--- src/rtl/multsigned_booth_seq.sv ---
// Sequential radix-2 Booth signed multiplier controller.
// It shares one external ADD_W-bit combinational adder over WIDTH+1 cycles per product.
module multsigned_booth_seq #(
   parameter  int WIDTH = 17,
   localparam int ADD_W = WIDTH + 1
) (
   input  logic               clk_i,
   input  logic               rst_ni,
   input  logic               in_valid_i,
   output logic               in_ready_o,
   input  logic [WIDTH-1:0]   a_i,
   input  logic [WIDTH-1:0]   b_i,
   output logic               res_valid_o,
   input  logic               res_ready_i,
   output logic [2*WIDTH-1:0] res_o,
   output logic               busy_o,
   output logic [ADD_W-1:0]   add_in_0_o,
   output logic [ADD_W-1:0]   add_in_1_o,
   input  logic [ADD_W-1:0]   add_out_i,
   output logic [1:0]         state_o
);

   // Handshakes: a transfer happens on a rising edge where valid and ready are both high;
   // a producer holds valid and its data stable until that edge.

   localparam int CNT_W = $clog2(WIDTH + 1);
   localparam logic [CNT_W-1:0] CNT_LAST = CNT_W'(WIDTH - 1);

   typedef enum logic [1:0] {
      IDLE = 2'd0,
      NEG  = 2'd1,
      RUN  = 2'd2,
      DONE = 2'd3
   } state_e;

   state_e            state_q, state_d;
   logic [ADD_W-1:0]  m_q, m_d;
   logic [ADD_W-1:0]  mn_q, mn_d;
   logic [ADD_W-1:0]  ph_q, ph_d;
   logic [WIDTH-1:0]  pl_q, pl_d;
   logic              q_q, q_d;
   logic [CNT_W-1:0]  cnt_q, cnt_d;

   always_ff @(posedge clk_i or negedge rst_ni) begin
      if (!rst_ni) begin
         state_q <= IDLE;
         m_q     <= '0;
         mn_q    <= '0;
         ph_q    <= '0;
         pl_q    <= '0;
         q_q     <= 1'b0;
         cnt_q   <= '0;
      end else begin
         state_q <= state_d;
         m_q     <= m_d;
         mn_q    <= mn_d;
         ph_q    <= ph_d;
         pl_q    <= pl_d;
         q_q     <= q_d;
         cnt_q   <= cnt_d;
      end
   end

   always_comb begin
      state_d = state_q;
      unique case (state_q)
         IDLE:    if (in_valid_i) state_d = NEG;
         NEG:     state_d = RUN;
         RUN:     if (cnt_q == CNT_LAST) state_d = DONE;
         DONE:    if (res_ready_i) state_d = IDLE;
         default: state_d = IDLE;
      endcase
   end

   always_comb begin
      m_d   = m_q;
      mn_d  = mn_q;
      ph_d  = ph_q;
      pl_d  = pl_q;
      q_d   = q_q;
      cnt_d = cnt_q;
      unique case (state_q)
         IDLE: begin
            if (in_valid_i) begin
               m_d   = {a_i[WIDTH-1], a_i};
               pl_d  = b_i;
               ph_d  = '0;
               q_d   = 1'b0;
               cnt_d = '0;
            end
         end
         NEG: mn_d = add_out_i;
         RUN: begin
            // Arithmetic shift of {PH,PL,Q} by one, taking the fresh sum as PH.
            ph_d  = {add_out_i[ADD_W-1], add_out_i[ADD_W-1:1]};
            pl_d  = {add_out_i[0], pl_q[WIDTH-1:1]};
            q_d   = pl_q[0];
            cnt_d = cnt_q + CNT_W'(1);
         end
         default: ;
      endcase
   end

   always_comb begin
      in_ready_o  = 1'b0;
      res_valid_o = 1'b0;
      add_in_0_o  = '0;
      add_in_1_o  = '0;
      unique case (state_q)
         IDLE: in_ready_o = 1'b1;
         NEG: begin
            add_in_0_o = ~m_q;
            add_in_1_o = ADD_W'(1);
         end
         RUN: begin
            add_in_0_o = ph_q;
            unique case ({pl_q[0], q_q})
               2'b01:   add_in_1_o = m_q;
               2'b10:   add_in_1_o = mn_q;
               default: add_in_1_o = '0;
            endcase
         end
         DONE: res_valid_o = 1'b1;
         default: ;
      endcase
   end

   assign busy_o  = (state_q != IDLE);
   assign res_o   = {ph_q[WIDTH-1:0], pl_q};
   assign state_o = state_q;

endmodule

--- config.mk ---
export PLATFORM = sky130hd
export DESIGN_NAME = multsigned_booth_seq
export DESIGN_NICKNAME = d
export VERILOG_FILES = /design/src/rtl/multsigned_booth_seq.sv
export SDC_FILE = /design/constraint.sdc
export NUM_CORES = 1
export LEC_CHECK = 0
export ABC_AREA = 0
export BUFFER_PORTS_ARGS = -buffer_cell sky130_fd_sc_hd__clkbuf_2
export CELL_PAD_IN_SITES_DETAIL_PLACEMENT = 0
export CELL_PAD_IN_SITES_GLOBAL_PLACEMENT = 1
export CORE_MARGIN = 2
export CORE_UTILIZATION = 34
export CTS_CLUSTER_SIZE = 25
export DETAILED_ROUTE_END_ITERATION = 10
export GPL_ROUTABILITY_DRIVEN = 0
export PLACE_DENSITY_LB_ADDON = 0.1
export SETUP_SLACK_MARGIN = 0.3
export SLEW_MARGIN = 20
export SYNTH_ARGS = -nofsm -noshare
export SYNTH_HDL_FRONTEND = slang
export SYNTH_SLANG_ARGS = --single-unit
export TNS_END_PERCENT = 10
--- constraint.sdc ---
create_clock -name clk_i -period 1.5 [get_ports clk_i]
set_input_delay 0.225 -clock clk_i [delete_from_list [all_inputs] [get_ports clk_i]]
set_output_delay 0.225 -clock clk_i [all_outputs]
set_load 0.01 [all_outputs]
Word level (Yosys, flattened, before mapping). Cells that the tools add are included. W data, S select, Z words.

Add/sub/neg operators: 1. Equality and inequality tests: 9. Muxes and demuxes: 17. Bitwise logic cells: 1. Reductions and logical operators: 6.

Operators with widths (count): $pmux W18 S2 (4); $pmux W17 S2 (1); $mux W18 (1); $not A18 Y18 (1); $mux W17 (1); $pmux W5 S2 (1); $pmux W2 S4 (1); $eq A2 B2 Y1 const B (3); $mux W2 (3); $ne A2 B2 Y1 const B (3); $add A5 B1 Y5 const B (1); $eq A5 B5 Y1 const B (1); $mux W5 (1); $eq A2 B1 Y1 const B (2); $reduce_and A2 Y1 (2); $reduce_bool A2 Y1 (2); $mux W1 (3); $reduce_and A3 Y1 (1); $logic_not A2 Y1 (1); $pmux W1 S2 (1).

Bits in registers: 78. Output and inout port bits: 75.

Depth between registers and ports, before layout.
Word-level depth: 3. Depth in mapped cells: 8. Mapped depth without buffers: 5.

Worst setup path before layout. Ideal clock, no wire load.

Path kind: register to output. Start point: reg state_q[1] (netlist: state_o[1]). End point: out add_in_0_o[17]. Arrival: 1.703 ns. Data required time: 1.275 ns. Setup slack: -0.428 ns. Cell stages (with the launch flop): 8. Buffers on the path: 3. Cells stage by stage: dfrtp_1 > inv_1 > ha_1 > buf_2 > nand2_1 > clkbuf_1 > o21ai_0 > buf_4.

Longest elaborated chain between the ends: 2. Elaborated cells on any way between the ends: 3.

Ends and longest elaborated chain: start, declared (line 36) `state_e state_q, state_d;`; start signal, assigned (line 54) `state_q <= state_d;`; $eq A2 B2 Y1 / $eq A2 B1 Y1 (equally long branches) (line 109) `unique case (state_q)`; $pmux W18 S2 (*) (line 109); end, declared (line 17) `output logic [ADD_W-1:0] add_in_0_o,`.

Mark *: on every way between the ends. The rest lies on a longest branch, timed or not.

Worst setup path in the final report.
Start point: reg state_q[1] (netlist: state_o[1]). End point: out add_in_0_o[10].

The elaborated chain is that of the path after synthesis.

==> impl_metrics.env <==
export IMPL_status="finished, violations left"
export IMPL_failed_checks="setup timing"
export IMPL_p_per_area_nw_per_um2=2271
export IMPL_critPathKind="reg2out"
export IMPL_clock_latency_ps=350
export IMPL_post_place_ws_ps=-316.1
export IMPL_cp_required_ps=1270
export IMPL_synth_top_area_share_pct=53.23
export IMPL_fmax_ghz=0.5131
export IMPL_min_from="a_i[7]"
export IMPL_clk_pin_slew_ps=90
export IMPL_dpl_hpwl_microns=7243
export IMPL_drt_iter0_drc=60
export IMPL_tightestPinTransition_ps=435.4
export IMPL_grt_max_degree=78
export IMPL_setup_worst_path_end_class="primary output"
export IMPL_wl_per_cell_microns=16.37
export IMPL_grt_busiest_layer="met2"
export IMPL_synth_area_leaders="dfrtp_1 53%, mux2_2 12%, o21ai_0 5.3%"
export IMPL_drc=0
export IMPL_cts_max_level=3
export IMPL_layout_min_cycle_time_ps=1949
export IMPL_setup_viol=90
export IMPL_vdd_ir_drop_max_v=0.001060
export IMPL_core_sq_um=10320
export IMPL_timing_rr_start="state_o[1]"
export IMPL_vias=2970
export IMPL_synthesis_instances=318
export IMPL_drtAntennaViolNets=0
export IMPL_io_pin_count=131
export IMPL_row_count=37
export IMPL_yosys_area_top_type="dfrtp_1"
export IMPL_die_area_sq_um=11490
export IMPL_routed_via_density=4.837
export IMPL_dominantRegCellSynth="dfrtp_1"
export IMPL_grt_overflow_total=0
export IMPL_firstDrtPassIters=4
export IMPL_synth_warnings=0
export IMPL_rsz0062_at_grt="yes"
export IMPL_ys_types=26
export IMPL_hold_depth=2
export IMPL_arrival_ps=1720
export IMPL_min_period_over_period_pct=129.9
export IMPL_cts_tree="done"
export IMPL_grtUsageMet2_pct=28.30
export IMPL_cts_sinks=77
export IMPL_critPathLaunch="state_o[1]"
export IMPL_setup_ws_ps=-448.8
export IMPL_reg2regPathDepth=6
export IMPL_synth_edf_count=0
export IMPL_max_slew_margin_pct=70.98
export IMPL_routed_wl_microns=10050
export IMPL_finalHoldViolCount=0
export IMPL_track_usage_pct=18.41
export IMPL_ys_ff_latch=77
export IMPL_grt_antenna_before_repair=0
export IMPL_multi_input_area_sq_um=1700
export IMPL_met1_usage_pct=25.56
export IMPL_ys_seq_area_share_pct=53.23
export IMPL_startpoint_type="register"
export IMPL_nFillCells=1004
export IMPL_p_leak_nw=2.461
export IMPL_final_nets=537
export IMPL_layout_drive_gt1_share_pct=52.72
export IMPL_cp_max_fo=16
export IMPL_antenna_cells=0
export IMPL_start_util_pct=35.06
export IMPL_die_w_microns=107.2
export IMPL_cts_buffer_depth=2
export IMPL_io_buffers=130
export IMPL_maxCapViolCount=0
export IMPL_clockRootBuffer="clkbuf_8"
export IMPL_synth_most_common_cell="dfrtp_1"
export IMPL_synth_nets=382
export IMPL_synth_top_cells_by_count="77 x dfrtp_1, 38 x nand2_1, 38 x o21ai_0, 37 x mux2_2, 19 x a22o_1"
export IMPL_total_power_mw=11.79
export IMPL_netlist_area_sq_um=3620
export IMPL_grt_pass1_wl_microns=16190
export IMPL_die_h_microns=107.2
export IMPL_met3_usage_pct=5.532
export IMPL_avgSynthCellArea_sq_um=11.38
export IMPL_whs_ps=100.9
export IMPL_seq_area_sq_um=1927
export IMPL_syn2layout_area_growth_pct=43.48
export IMPL_drv_slew=0
export IMPL_async_reset_ff_share_pct=100.0
export IMPL_hold_class="in2reg"
export IMPL_grt_pass1_vias=3043
export IMPL_numCtsBuffers=9
export IMPL_fin_worst_skew_ps=8.899
per-layer routing:
layer  share of wire (%)  up-vias
met1                  47     1458
met2                  46       76
met4                0.67        0
li1                    -     1430
met3                 5.5        6
met5                   0        -
final cells by class:
cell class / instances / area share, %
Clock inverter: 5 / 1.638
Inverter: 9 / 0.6504
Sequential cell: 77 / 37.10
Multi-Input combinational cell: 208 / 32.74
Clock buffer: 11 / 2.530
Tap cell: 136 / 3.276
Timing Repair Buffer: 168 / 22.07
repair_timing:
| action | CTS | global route |
|---|---|---|
| endpoints found under the setup margin | 120 | 120 |
| gates resized for setup | 47 | 36 |
| setup buffers | 1 | 0 |
| hold buffers | 1 | 0 |
| endpoints found under the hold margin | 77 | 0 |
| pin swaps | 16 | 4 |
registers in the layout, indices dropped and copies added, names as in the netlist:
signal and count:
cnt_q 5, q_q 1, m_q 17, mn_q 18, state_o 2, ph_q 17, pl_q 17
final timing paths:
check | slack, ps | end
max | -450 | add_in_0_o[10]
min | 100 | m_q[7]
max reg2reg | -250 | state_o[1]
min reg2reg | 520 | mn_q[11]
max in group asynchronous | 720 | m_q[4]
min in group asynchronous | 410 | cnt_q[3]
worst max-delay path: stages (launching register included):
cell	delay, ps
dfrtp_1	400
inv_2	80
buf_4	100
ha_1	140
nand2_1	130
buf_12	190
o21ai_0	180
clkbuf_2	160
kinds of logic after synthesis:
group | Yosys count | synth area share, %
compound gates | 81 | 14.59
flops | 77 | 53.23
simple gates | 64 | 7.398
mux | 55 | 16.83
buf+inv | 33 | 5.185
fa+ha+maj | 8 | 2.765
power by group:
part           internal (mW)  switching, mW
Combinational           3.09           3.13
Sequential              3.09          0.754
Clock                  0.945          0.784
Total                   7.13           4.66
cells in the final DEF (no fill, tap or decap), types with 2 or more instances in the layout:
master / instances
a21oi_1: 5
a22o_1: 19
a22oi_1: 11
a22oi_2: 5
buf_12: 8
buf_2: 4
buf_4: 25
buf_6: 14
buf_8: 3
bufinv_16: 2
clkbuf_1: 2
clkbuf_2: 113
clkbuf_8: 9
clkinv_4: 2
dfrtp_1: 77
ha_1: 6
inv_1: 6
inv_2: 3
mux2_2: 37
mux2i_1: 17
nand2_1: 37
nand2_4: 2
nand3_1: 2
nor2_4: 14
o21ai_0: 12
o21ai_1: 24
or3_1: 3
per-stage QoR:
stage	cell area [sq um]	std cells	util (%)	setup TNS, ps
final	5194	614	50.31	-20610
after global routing	5194	614	50.31	-29330
after CTS	5095	614	49.35	-20840
after detailed placement	4761	596	46.12	-18410
after global placement	4761	596	46.12	-12950
after floorplan	3761	318	-	-12590
Power figures use the tool's default switching activity.
